[config.mk]
export PLATFORM = sky130hd
export DESIGN_NAME = pkt_rx_reader
export DESIGN_NICKNAME = d
export VERILOG_FILES = /design/src/rtl/pkt_rx_pkg.sv /design/src/rtl/pkt_rx_desc_fifo.sv /design/src/rtl/pkt_rx_reader.sv
export SDC_FILE = /design/constraint.sdc
export NUM_CORES = 1
export LEC_CHECK = 0
export CORE_MARGIN = 8
export CORE_UTILIZATION = 30
export DETAILED_ROUTE_END_ITERATION = 12
export GPL_TIMING_DRIVEN = 0
export SETUP_SLACK_MARGIN = 0.4
export SLEW_MARGIN = 10
export SYNTH_ARGS = -nofsm -noshare
export SYNTH_HDL_FRONTEND = slang
export SYNTH_SLANG_ARGS = --single-unit
[constraint.sdc]
create_clock -name clk_156m25 -period 12.1 [get_ports clk_156m25]
set_clock_uncertainty 0.05 [all_clocks]
set_input_delay 2.42 -clock clk_156m25 [delete_from_list [all_inputs] [get_ports clk_156m25]]
set_output_delay 2.42 -clock clk_156m25 [all_outputs]
set_load 0.02 [all_outputs]
[src/rtl/pkt_rx_pkg.sv]
// Shared types for the MAC receive-side packet reader: FSM states, descriptor layout
// and status bit positions.
package pkt_rx_pkg;

    typedef enum logic [1:0] {
        IDLE,
        READ,
        DRAIN
    } rx_state_e;

    localparam int DEF_LEN_W   = 14;
    localparam int ST_OVERSIZE = 2;
    localparam int ST_FRAMING  = 1;
    localparam int ST_MAC_ERR  = 0;

    typedef struct packed {
        logic [DEF_LEN_W-1:0] len;
        logic [2:0]           status;
    } rx_desc_t;

    // Bytes carried by one beat: a full 8 unless it is the eop beat with a partial mod.
    function automatic logic [3:0] beat_bytes(input logic eop, input logic [2:0] mod);
        if (eop && (mod != 3'd0)) begin
            return {1'b0, mod};
        end
        return 4'd8;
    endfunction

endpackage

[src/rtl/pkt_rx_desc_fifo.sv]
// First-word-fall-through synchronous FIFO for receive descriptors; a push and a pop in
// the same cycle are both honoured even when full.
module pkt_rx_desc_fifo
    import pkt_rx_pkg::*;
#(
    parameter type T     = rx_desc_t,
    parameter int  DEPTH = 4
) (
    input  logic                     clk,
    input  logic                     rst_n,
    input  logic                     push,
    input  T                         push_data,
    input  logic                     pop,
    output T                         pop_data,
    output logic                     full,
    output logic                     empty,
    output logic [$clog2(DEPTH):0]   count
);
    localparam int PTR_W = $clog2(DEPTH);

    T                 mem_q [DEPTH];
    logic [PTR_W-1:0] wr_ptr_q, wr_ptr_d;
    logic [PTR_W-1:0] rd_ptr_q, rd_ptr_d;
    logic [PTR_W:0]   count_q, count_d;
    logic             do_push, do_pop;

    assign empty    = (count_q == '0);
    assign full     = (count_q == (PTR_W+1)'(DEPTH));
    assign count    = count_q;
    assign pop_data = mem_q[rd_ptr_q];

    always_comb begin
        do_pop   = pop && !empty;
        do_push  = push && (!full || do_pop);
        wr_ptr_d = wr_ptr_q + PTR_W'(do_push);
        rd_ptr_d = rd_ptr_q + PTR_W'(do_pop);
        count_d  = count_q + {{PTR_W{1'b0}}, do_push} - {{PTR_W{1'b0}}, do_pop};
    end

    // NOTE: use <= in clocked blocks so every flop samples the pre-edge value of its peers.
    always_ff @(posedge clk) begin
        if (!rst_n) begin
            wr_ptr_q <= '0;
            rd_ptr_q <= '0;
            count_q  <= '0;
        end else begin
            wr_ptr_q <= wr_ptr_d;
            rd_ptr_q <= rd_ptr_d;
            count_q  <= count_d;
        end
    end

    // NOTE: storage is not reset; count_q gates visibility, so stale entries are never read.
    always_ff @(posedge clk) begin
        if (do_push) begin
            mem_q[wr_ptr_q] <= push_data;
        end
    end

endmodule

[src/rtl/pkt_rx_reader.sv]
// Receive-side packet reader: pulls beats from the MAC, checks framing, measures length
// and queues one {len,status} descriptor per packet, with wrapping packet/error counters.
module pkt_rx_reader
    import pkt_rx_pkg::*;
#(
    parameter int LEN_W      = 14,
    parameter int DESC_DEPTH = 4,
    parameter int CNT_W      = 32
) (
    input  logic             clk_156m25,
    input  logic             reset_156m25_n,
    input  logic             pkt_rx_avail,
    output logic             pkt_rx_ren,
    input  logic             pkt_rx_val,
    input  logic [63:0]      pkt_rx_data,
    input  logic             pkt_rx_sop,
    input  logic             pkt_rx_eop,
    input  logic [2:0]       pkt_rx_mod,
    input  logic             pkt_rx_err,
    output logic             desc_valid,
    input  logic             desc_ready,
    output logic [LEN_W-1:0] desc_len,
    output logic [2:0]       desc_status,
    output logic [CNT_W-1:0] pkt_cnt,
    output logic [CNT_W-1:0] err_cnt
);
    typedef struct packed {
        logic [LEN_W-1:0] len;
        logic [2:0]       status;
    } desc_t;

    localparam logic [LEN_W:0] LEN_MAX = {1'b0, {LEN_W{1'b1}}};

    rx_state_e        state_q, state_d;
    logic             ren_q, ren_d;
    logic [LEN_W:0]   acc_q, acc_d;
    logic             first_q, first_d;
    logic             framing_q, framing_d;
    logic             pkt_inc_q, pkt_inc_d;
    logic [1:0]       err_inc_q, err_inc_d;
    logic [CNT_W-1:0] pkt_cnt_q, pkt_cnt_d;
    logic [CNT_W-1:0] err_cnt_q, err_cnt_d;

    logic             fifo_push, fifo_pop, fifo_full, fifo_empty, can_push;
    desc_t            fifo_wdata, fifo_rdata;
    logic [$clog2(DESC_DEPTH):0] unused_fifo_count;
    logic             unused_data;

    logic             is_close, pkt_framing, drop_close, drop_eop, stray;
    logic [LEN_W:0]   base, sum;

    function automatic desc_t make_desc(input logic [LEN_W:0] total, input logic framing,
                                        input logic mac_err);
        desc_t d;
        d.status              = '0;
        d.status[ST_OVERSIZE] = (total > LEN_MAX);
        d.status[ST_FRAMING]  = framing;
        d.status[ST_MAC_ERR]  = mac_err;
        d.len                 = (total > LEN_MAX) ? LEN_MAX[LEN_W-1:0] : total[LEN_W-1:0];
        return d;
    endfunction

    assign unused_data = ^pkt_rx_data;
    assign fifo_pop    = desc_valid && desc_ready;
    assign can_push    = !fifo_full || fifo_pop;
    assign desc_valid  = !fifo_empty;
    assign desc_len    = fifo_rdata.len;
    assign desc_status = fifo_rdata.status;
    assign pkt_rx_ren  = ren_q;
    assign pkt_cnt     = pkt_cnt_q;
    assign err_cnt     = err_cnt_q;

    always_comb begin
        // NOTE: everything assigned here gets a default first, so no branch can infer a latch.
        state_d    = state_q;
        ren_d      = ren_q;
        acc_d      = acc_q;
        first_d    = first_q;
        framing_d  = framing_q;
        fifo_push  = 1'b0;
        fifo_wdata = '0;
        drop_close = 1'b0;
        drop_eop   = 1'b0;
        stray      = 1'b0;

        // A sop after the first beat closes the running packet and restarts with this beat.
        is_close    = pkt_rx_sop && !first_q;
        pkt_framing = first_q ? !pkt_rx_sop : (framing_q && !is_close);
        base        = (first_q || is_close) ? '0 : acc_q;
        sum         = base + (LEN_W+1)'(beat_bytes(pkt_rx_eop, pkt_rx_mod));

        case (state_q)
            IDLE: begin
                stray = pkt_rx_val;
                if (pkt_rx_avail && !fifo_full) begin
                    state_d   = READ;
                    ren_d     = 1'b1;
                    first_d   = 1'b1;
                    framing_d = 1'b0;
                    acc_d     = '0;
                end
            end
            READ: begin
                if (pkt_rx_val) begin
                    first_d   = 1'b0;
                    framing_d = pkt_framing;
                    acc_d     = (sum > LEN_MAX) ? LEN_MAX + 1'b1 : sum;
                    if (is_close) begin
                        if (can_push && !pkt_rx_eop) begin
                            fifo_push  = 1'b1;
                            fifo_wdata = make_desc(acc_q, 1'b1, 1'b0);
                        end else begin
                            drop_close = 1'b1;
                        end
                    end
                    if (pkt_rx_eop) begin
                        state_d = DRAIN;
                        ren_d   = 1'b0;
                        if (can_push) begin
                            fifo_push  = 1'b1;
                            fifo_wdata = make_desc(sum, pkt_framing, pkt_rx_err);
                        end else begin
                            drop_eop = 1'b1;
                        end
                    end
                end
            end
            DRAIN: begin
                stray   = pkt_rx_val;
                state_d = IDLE;
            end
            default: state_d = IDLE;
        endcase

        // Counters step one cycle after the descriptor write.
        pkt_inc_d = fifo_push;
        err_inc_d = {1'b0, drop_close} + {1'b0, drop_eop} + {1'b0, stray}
                  + {1'b0, fifo_push && (fifo_wdata.status != 3'b000)};
        pkt_cnt_d = pkt_cnt_q + CNT_W'(pkt_inc_q);
        err_cnt_d = err_cnt_q + CNT_W'(err_inc_q);
    end

    always_ff @(posedge clk_156m25) begin
        if (!reset_156m25_n) begin
            state_q   <= IDLE;
            ren_q     <= 1'b0;
            acc_q     <= '0;
            first_q   <= 1'b0;
            framing_q <= 1'b0;
            pkt_inc_q <= 1'b0;
            err_inc_q <= '0;
            pkt_cnt_q <= '0;
            err_cnt_q <= '0;
        end else begin
            state_q   <= state_d;
            ren_q     <= ren_d;
            acc_q     <= acc_d;
            first_q   <= first_d;
            framing_q <= framing_d;
            pkt_inc_q <= pkt_inc_d;
            err_inc_q <= err_inc_d;
            pkt_cnt_q <= pkt_cnt_d;
            err_cnt_q <= err_cnt_d;
        end
    end

    pkt_rx_desc_fifo #(
        .T     (desc_t),
        .DEPTH (DESC_DEPTH)
    ) u_desc_fifo (
        .clk       (clk_156m25),
        .rst_n     (reset_156m25_n),
        .push      (fifo_push),
        .push_data (fifo_wdata),
        .pop       (fifo_pop),
        .pop_data  (fifo_rdata),
        .full      (fifo_full),
        .empty     (fifo_empty),
        .count     (unused_fifo_count)
    );

endmodule

==> metrics list, run 1 <==
* Synthesized-area fraction occupied by adder cells: under 10%
- Data required, critical path: 12.34 ns
* Number of DRC violations after detailed-routing iteration 0: 278
- CTS clk-pin slew, worst paths: 0.06 ns
* Synthesized flop and latch total: 162
- Sequential cell area fraction in the yosys report: a little over half
- The most critical setup path has its startpoint at pkt_rx_sop.
- The initialized floorplan defines 57 standard-cell rows.
- The wire-length estimate of the detail-placed layout is 13080 µm.
- Total number of vias: about 5400
* Async S/R FF share, synth: 0%
* Placed inst area: around 0.0087 mm²
- Summing the areas of all compound-gate instances in the mapped netlist gives under 10% of the synthesized area.
- Counting tap cells, the placed design contains a total of 1096 instances.
- Sink count of the clock tree: 162
- Maximum number of buffers from clock root to sink: 2
* Global-route wire length before repair: 28910 µm
* 1st-pass router iterations: 5
- The worst hold path was traced through 2 stages.
* Die ar.: 0.02987 mm²
- Worst-path cell chain: clkdlybuf4s50_1, nor2_1, clkbuf_1, and2_1, ha_1, inv_1, fa_1, nand2b_1, a211oi_4, nand4_1, a31oi_1, o21ai_0, fa_1, inv_1, ha_1, xor2_1, nor2_1
* Worst endpoint data arrival time: 6.81 ns
* Worst-Skew Late Latency: 0.43 ns
- Remaining routing DRC violations: 0
- TritonCTS clock tree: yes
- Max Slew Vio Count: 0
- At the end of the flow the core is filled with cells to 38.29%.
- Initial antenna violation count: 2
- For this design, the slowest cell found on the critical path is sky130_fd_sc_hd__fa_1.
* Synthesized area: 0.007380 mm²
- Die extent in x: roughly 170 µm
- Using the TritonRoute via totals, the vias-per-cell ratio works out to 4.753.
- Dividing the detail-routed wire length by the instance count gives 15.89 µm.
- For this run, the number of Yosys warnings is 0.
- Placement Setup Slack: 5.152 ns
- Max-cap violations in this run came to 0.
- In this run the worst setup path terminates at err_inc_q[1].
* Type of element launching the critical path: input pin
- End of the worst register-to-register path: err_inc_q[1]
- Dividing total power by cell area gives a power density of 142.4 mW/mm².
- In this design, the stage delay of the slowest critical-path cell is 0.53 ns.
- Pleak: between 3 and 4 nW
- Total negative slack for setup checks: 0 ns
- Global routing used 12.10% of the available tracks.
- After layout, the worst path uses 54.35% of the clock period.
- Setup slack after layout: 5.524 ns
- Setup repair after global routing missed its margin: no
* Worst Hold Slack: 0.4446 ns
* DRT Wirelength: about 18000 µm
- Net count after synthesis: 769
* Number of buffers created by CTS: 17
* Max Fanout on Critical Path: 10
- The setup check on the worst reg-to-reg path leaves a slack of 7.68 ns.
* Largest cells by area after synthesis: sky130_fd_sc_hd__edfxtp_1 28%, sky130_fd_sc_hd__dfxtp_1 26%, sky130_fd_sc_hd__mux4_2 5.2%
* Synth Area per Inst: about 11 µm²
- The final-report hold violation count is 0.
* Max-Slew Margin vs Limit: 36.56%
- Of the total synthesized cell area, the portion taken by AND, OR, NAND and NOR gates is 19.06%.
* Worst r2r src: first_q
* Worst Reg2Reg Path Length in Cells: 16
* Highest Clock Rate: 152.1 MHz
- Counting every instance in the synthesized netlist gives 677.
* Worst-margin pin slew: roughly 0.95 ns
* Largest net degree at the start of global routing: 18
- In this run the remaining antenna-violating nets after routing total 0.
- Largest family of logic cells by synthesized area: simple AND/OR/NAND/NOR gates
- Xor/xnor cell area share of the yosys netlist: 7.477%
- Root Driver: sky130_fd_sc_hd__clkbuf_16
- Vias in the first global route: around 5300
- Top cell type's share of synthesized area: 27.67%
* Netlist cell types: 64
* Worst hold path startpoint: framing_q
- For this configuration, the core starts out at a cell density of 30.43%.
* Predominant post-synthesis flop cell: sky130_fd_sc_hd__dfxtp_1
* # setup viols final: 0
* Global placer's final weighted congestion: ~0.85
- Congestion Overflow GR: 0
- Quantity of gates resized following cts: 0
- Proportion of layout cells with a drive suffix above 1: under 10%
- Of the post-synthesis cell area, the part taken by muxes is 5.493%.
* Largest voltage drop on the vdd net: 0.08234 mV
- # hold bufs at CTS: 0
- The run finished with clean final reports.
* Synth-to-Final Area Change: 25.81%
- Critical setup path kind: in -> reg
- CP endpoint kind: register
- Once layout is done, the placed cells without fillers occupy 0.009284 mm².
* Post-synthesis cell type with the largest combined area: sky130_fd_sc_hd__edfxtp_1
* Post-route minimum period: 6.576 ns
- Antenna cells: 0
- Power Total: 1.322 mW
- Vert. Die Dim: 172.8 µm
- H-tree lvl count: 4
- Core footprint: 0.02425 mm²
- At the end of the flow, the number of nets in the layout was 883.
- Buffers added to address setup during post-CTS repair amount to 0.
- Classification of the worst-slack hold path: reg -> reg
- Input and output buffers added on the ports amount to 92.
- Post-synth EDFFs: 68
* I/O pin total: 158
* Non-filler cells in the finished layout: about 1100
## how the worst min path moves through the flow
stage,slack (ns),endpoint
final,0.44,framing_q
after global routing,0.45,framing_q
after CTS,0.43,framing_q
after detailed placement,0.42,framing_q
after global placement,0.41,framing_q
after floorplan,0.40,framing_q
## critical path, delay by kind of cell
family          cells  cell delay (ns)
fa+ha+maj           4             1.29
simple gates        5             1.09
xor+xnor            1             0.15
buf+inv             4             1.03
compound gates      3             0.80
## sequential cells by signal, indices dropped and copies added (netlist names)
name	flops
err_inc_q	2
pkt_cnt	32
u_desc_fifo.wr_ptr_q	2
u_desc_fifo.rd_ptr_q	2
acc_q	15
first_q	1
framing_q	1
u_desc_fifo.count	3
pkt_rx_ren	1
state_q	2
pkt_inc_q	1
u_desc_fifo.mem_q	68
err_cnt	32
## metal layers
| metal | vias up | wire (µm) | global-route usage [%] |
|---|---|---|---|
| met5 | - | 29 | 0 |
| met4 | 4 | 180 | 3.198 |
| met3 | 20 | 1408 | 5.162 |
| met2 | 129 | 7942 | 18.72 |
| met1 | 2554 | 8360 | 15.28 |
| li1 | 2654 | - | - |
## power by group
part	switching [mW]	internal, mW	total [mW]	leakage (nW)
clock	0.231	0.265	0.496	0.257
sequential	0.00909	0.582	0.591	1.37
combinational	0.126	0.110	0.236	1.55
total	0.365	0.957	1.32	3.18
## cell families (layout without fill, tap and decap cells)
| kind of cell | Yosys count | count (layout) |
|---|---|---|
| DFF | 162 | 162 |
| muxes | 19 | 19 |
| buffers and inverters | 53 | 180 |
| and+or+nand+nor | 267 | 267 |
| AOI/OAI and AO/OA | 96 | 96 |
| adders and majority gates | 17 | 17 |
| xor gates and xnor gates | 63 | 63 |
## cells in the mapped netlist (6+ instances only)
master and n:
sky130_fd_sc_hd__inv_1 26, sky130_fd_sc_hd__o21ai_0 27, sky130_fd_sc_hd__nor3_1 8, sky130_fd_sc_hd__nand4_1 15, sky130_fd_sc_hd__and2_1 24, sky130_fd_sc_hd__edfxtp_1 68, sky130_fd_sc_hd__xor2_1 33, sky130_fd_sc_hd__nor2_1 86
sky130_fd_sc_hd__or3_1 11, sky130_fd_sc_hd__mux4_2 17, sky130_fd_sc_hd__nand3_1 32, sky130_fd_sc_hd__a21oi_1 25, sky130_fd_sc_hd__clkbuf_1 16, sky130_fd_sc_hd__buf_1 6, sky130_fd_sc_hd__xnor2_1 30, sky130_fd_sc_hd__and3_1 13
sky130_fd_sc_hd__dfxtp_1 94, sky130_fd_sc_hd__ha_1 13, sky130_fd_sc_hd__nand2_1 39
## area by class of cell
| type | count | area, µm² |
|---|---|---|
| Clock buffer | 18 | 429.2 |
| Timing Repair Buffer | 95 | 950.9 |
| Sequential cell | 162 | 3924 |
| Buffer | 27 | 113.9 |
| Clock inverter | 14 | 106.4 |
| Inverter | 26 | 97.59 |
| Tap cell | 324 | 405.4 |
| Multi-Input combinational cell | 462 | 3257 |
| Fill cell | 2435 | 14960 |
## layout by cell type, fill, tap and decap left out, types with 25 or more instances in the layout
cell type	instances
sky130_fd_sc_hd__xor2_1	33
sky130_fd_sc_hd__a21oi_1	25
sky130_fd_sc_hd__xnor2_1	30
sky130_fd_sc_hd__nor2_1	85
sky130_fd_sc_hd__nand2_1	39
sky130_fd_sc_hd__o21ai_0	27
sky130_fd_sc_hd__dfxtp_1	94
sky130_fd_sc_hd__inv_1	26
sky130_fd_sc_hd__edfxtp_1	68
sky130_fd_sc_hd__nand3_1	32
sky130_fd_sc_hd__clkdlybuf4s50_1	92
(Power assumes the default switching activity.)
==> run 2: changes to the inputs <==
==> constraint.sdc (replaced) <==
create_clock -name clk_156m25 -period 6.2 [get_ports clk_156m25]
set_clock_uncertainty 0.05 [all_clocks]
set_input_delay 1.24 -clock clk_156m25 [delete_from_list [all_inputs] [get_ports clk_156m25]]
set_output_delay 1.24 -clock clk_156m25 [all_outputs]
set_load 0.02 [all_outputs]
==> results of run 2 <==
Same layout as run 1 (identical final DEF). Status: finished clean.
Main changes from that run: setup slack after placement 5.152 ns -> 0.4321 ns; setup slack after layout 5.524 ns -> 0.8038 ns; register-to-register setup slack 7.68 ns -> 1.78 ns; total power 1.322 mW -> 2.581 mW; worst IR drop on VDD 0.08234 mV -> 0.1607 mV
==> run 3: changes to the inputs <==
--- a/config.mk
+++ b/config.mk
@@ -5,10 +5,14 @@
 export SDC_FILE = /design/constraint.sdc
 export NUM_CORES = 1
 export LEC_CHECK = 0
+export CELL_PAD_IN_SITES_DETAIL_PLACEMENT = 1
+export CELL_PAD_IN_SITES_GLOBAL_PLACEMENT = 1
 export CORE_MARGIN = 8
 export CORE_UTILIZATION = 30
 export DETAILED_ROUTE_END_ITERATION = 12
 export GPL_TIMING_DRIVEN = 0
+export PLACE_DENSITY_LB_ADDON = 0.1
+export RECOVER_POWER = 25
 export SETUP_SLACK_MARGIN = 0.4
 export SLEW_MARGIN = 10
 export SYNTH_ARGS = -nofsm -noshare
==> run 3 against run 2 <==
Against the previous run:
- via count increased by 3.1%
- register-to-register slack worse by 0.02 ns
- first-iteration DRC count fell by 30%
- non-clock buffer count grew 2
- clock power is 9.6% higher
- sequential power barely moved
- die area is the same
- flip-flop and latch count did not move
- final cell count rose by 0.18%
==> metrics list, run 3 (synthesis gave the netlist of run 1 again) <==
* Total number of vias: 5529 (was 5361)
- Max reg flops: 68 (unchanged)
* Congestion Overflow GR: 0 (unchanged)
- The I/O pin total came to 158 (unchanged).
- The largest net degree at the start of global routing was 18 (unchanged).
- The full die area came to 0.02987 mm² (unchanged).
- The static power due to leakage came to 3.284 nW (was 3.178 nW).
* Highest Clock Rate: 181.3 MHz (was 185.3 MHz)
- The final antenna-violating net count came to 0 (unchanged).
* 1st-pass router iterations: 4 (was 5)
- Quantity of gates resized following cts: 0 (unchanged)
* Post-route minimum period: 5.516 ns (was 5.396 ns)
- The terminus of the critical flop-to-flop path was err_inc_q[1] (unchanged).
- The largest fanout on the critical path came to 10 (unchanged).
- The number of vias per cell after detailed routing was 4.893 (was 4.753).
- # hold bufs at CTS: 0 (unchanged)
* Worst Reg2Reg Path Length in Cells: 16 (unchanged)
- Number of max-capacitance violations reported: 0 (unchanged)
* Number of DRC violations after detailed-routing iteration 0: 194 (was 278)
* Data required, critical path: 6.45 ns (was 6.44 ns)
* Sink count of the clock tree: 162 (unchanged)
* Worst-margin pin slew: 1.199 ns (was 0.9516 ns)
* Classification of the worst-slack hold path: reg -> reg (unchanged)
* Register with the most flip-flops: u_desc_fifo.mem_q (unchanged)
* Routed WL per cell: 18.01 µm (was 15.89 µm)
* Number of buffers created by CTS: 17 (unchanged)
* Pwr Density: 286.1 mW/mm² (was 278.0 mW/mm²)
- H-tree lvl count: 4 (unchanged)
* Commonest non-fill, non-tap cell in the layout: sky130_fd_sc_hd__dfxtp_1 (unchanged)
- Die extent in x: 172.8 µm (unchanged)
- The worst hold slack was 0.4380 ns (was 0.4446 ns).
- The final-report hold violation count was 0 (unchanged).
- Worst r2r src: first_q (unchanged)
- NumNets Final: 885 (was 883)
- The height of the chip is 172.8 µm (unchanged).
- The cell depth of the worst min-delay path is 2 (unchanged).
- The number of buffers between clock root and the deepest sink was 2 (unchanged).
* Max Slew Vio Count: 0 (unchanged)
- Run status: finished clean (unchanged)
* Worst-Skew Late Latency: 0.43 ns (about the same)
* Row Count: 57 (unchanged)
- The number of antenna violations at the first check in global routing came to 0 (was 2).
- Synth-to-Final Area Change: 26.69% (was 25.81%)
- Total GRT Usage: 13.93% (was 12.10%)
- Critical setup path kind: in -> reg (unchanged)
- The worst-case headroom to the max-slew limit came to 19.35% (was 36.56%).
- The count of inserted antenna diode cells is 0 (unchanged).
- Number of buffers inserted to repair setup after CTS: 0 (unchanged)
- The post-CTS clock slew at the launch and capture registers of the worst setup and hold paths came to 0.06 ns (about the same).
- Root Driver: sky130_fd_sc_hd__clkbuf_16 (unchanged)
- Setup repair after global routing missed its margin: no (unchanged)
* DPL Wire Length: 15290 µm (was 13080 µm)
- TritonCTS clock tree: yes (unchanged)
* Proportion of layout cells with a drive suffix above 1: 10.05% (was 9.950%)
- Share of the cycle needed by the critical path after routing: 88.97% (was 87.04%)
- The starting density of the core is 30.43% (unchanged).
- End of the worst hold path: framing_q (unchanged)
- The global placement routability congestion came to 0.7699 (was 0.8534).
- Worst endpoint data arrival time: 5.76 ns (was 5.63 ns)
* Flop2flop setup slack: 1.76 ns (was 1.78 ns)
- The final routed DRC violation total is 0 (unchanged).
- Largest voltage drop on the vdd net: 0.1596 mV (was 0.1607 mV)
- The launch instance of the worst min-delay path is framing_q (unchanged).
- The first-pass GRT wire length is 33150 µm (was 28910 µm).
* DRT Wirelength: 20360 µm (was 17920 µm)
* Vias in the first global route: 6123 (was 5338)
* IO Port Bufs: 92 (unchanged)
* Type of element launching the critical path: input pin (unchanged)
- The total core area came to 0.02425 mm² (unchanged).
- Most used cells in the layout excluding fill and tap cells: 94 x sky130_fd_sc_hd__dfxtp_1, 85 x sky130_fd_sc_hd__nor2_1, 68 x sky130_fd_sc_hd__edfxtp_1 (was 94 x sky130_fd_sc_hd__dfxtp_1, 92 x sky130_fd_sc_hd__clkdlybuf4s50_1, 85 x sky130_fd_sc_hd__nor2_1).
* CP endpoint kind: register (unchanged)
* # setup viols final: 0 (unchanged)
- The setup TNS came to 0 ns (unchanged).
-- run 3: cell count changes in the layout (fill, tap and decap cells not counted), moves of 2 or more --
cell and delta:
sky130_fd_sc_hd__clkdlybuf4s50_1 -29, sky130_fd_sc_hd__dlygate4sd3_1 +29, sky130_fd_sc_hd__and2_0 +4, sky130_fd_sc_hd__and2_1 -4
sky130_fd_sc_hd__bufinv_16 +3, sky130_fd_sc_hd__inv_6 -3, sky130_fd_sc_hd__buf_1 -2, sky130_fd_sc_hd__buf_6 +2
sky130_fd_sc_hd__clkbuf_1 +2
-- run 3: critical path: stages --
cell                            delay [ns]
sky130_fd_sc_hd__dlygate4sd3_1        0.63
sky130_fd_sc_hd__nor2_1               0.40
sky130_fd_sc_hd__clkbuf_1             0.44
sky130_fd_sc_hd__and2_1               0.20
sky130_fd_sc_hd__ha_1                 0.20
sky130_fd_sc_hd__inv_1                0.07
sky130_fd_sc_hd__fa_1                 0.40
sky130_fd_sc_hd__nand2b_1             0.23
sky130_fd_sc_hd__a211oi_4             0.43
sky130_fd_sc_hd__nand4_1              0.21
sky130_fd_sc_hd__a31oi_1              0.22
sky130_fd_sc_hd__o21ai_0              0.12
sky130_fd_sc_hd__fa_1                 0.52
sky130_fd_sc_hd__inv_1                0.05
sky130_fd_sc_hd__ha_1                 0.19
sky130_fd_sc_hd__xor2_1               0.16
sky130_fd_sc_hd__nor2_1               0.06
-- run 3: power by group --
| group | switching, mW | total, mW | leakage [nW] | internal [mW] |
|---|---|---|---|---|
| clock | 0.430 | 1.06 | 0.280 | 0.631 |
| combinational | 0.245 | 0.460 | 1.63 | 0.215 |
| sequential | 0.0178 | 1.15 | 1.37 | 1.14 |
| total | 0.693 | 2.67 | 3.28 | 1.98 |
-- run 3: worst max path at each step --
stage | start | endpoint | slack (ns) | cells after the start
floorplan | pkt_rx_eop | err_inc_q[0] | 1.64 | 15
global placement | pkt_rx_sop | err_inc_q[1] | 0.29 | 17
detailed placement | pkt_rx_sop | err_inc_q[1] | 0.29 | 17
CTS | pkt_rx_sop | err_inc_q[1] | 0.72 | 17
global route | pkt_rx_sop | err_inc_q[1] | 0.35 | 17
finish | pkt_rx_sop | err_inc_q[1] | 0.68 | 17
-- run 3: per-stage QoR --
step | instance area (µm²) | utilization [%] | worst slack [ns] | total power, mW | std cells
final | 9349 | 38.56 | 0.6839 | 2.674 | 1130
after global routing | 9349 | 38.56 | 0.3490 | 2.801 | 1130
after CTS | 9364 | 38.62 | 0.7202 | 2.724 | 1130
after detailed placement | 8771 | 36.17 | 0.2877 | 1.653 | 1098
after global placement | 8706 | 35.90 | 0.2947 | 1.643 | 1093
after floorplan | 7380 | - | 1.636 | 1.468 | 677
-- run 3: cell type report --
class                      instances  area (µm²)
fill                            2711       14900
sequential                       162        3924
timing repair buffer              97       973.4
buffer                            27       113.9
multi-input combinational        462        3242
tap                              324       405.4
inverter                          26       97.59
clock inverter                    14       163.9
clock buffer                      18       429.2
-- run 3: layer usage --
metal  vias to the layer above  part of all wire [%]  global-route usage (%)
met4                         0                   1.3                   4.348
met5                         -                     0                       0
met1                      2760                    42                   15.56
met3                        17                   5.8                   4.661
li1                       2656                     -                       -
met2                        96                    50                   24.67
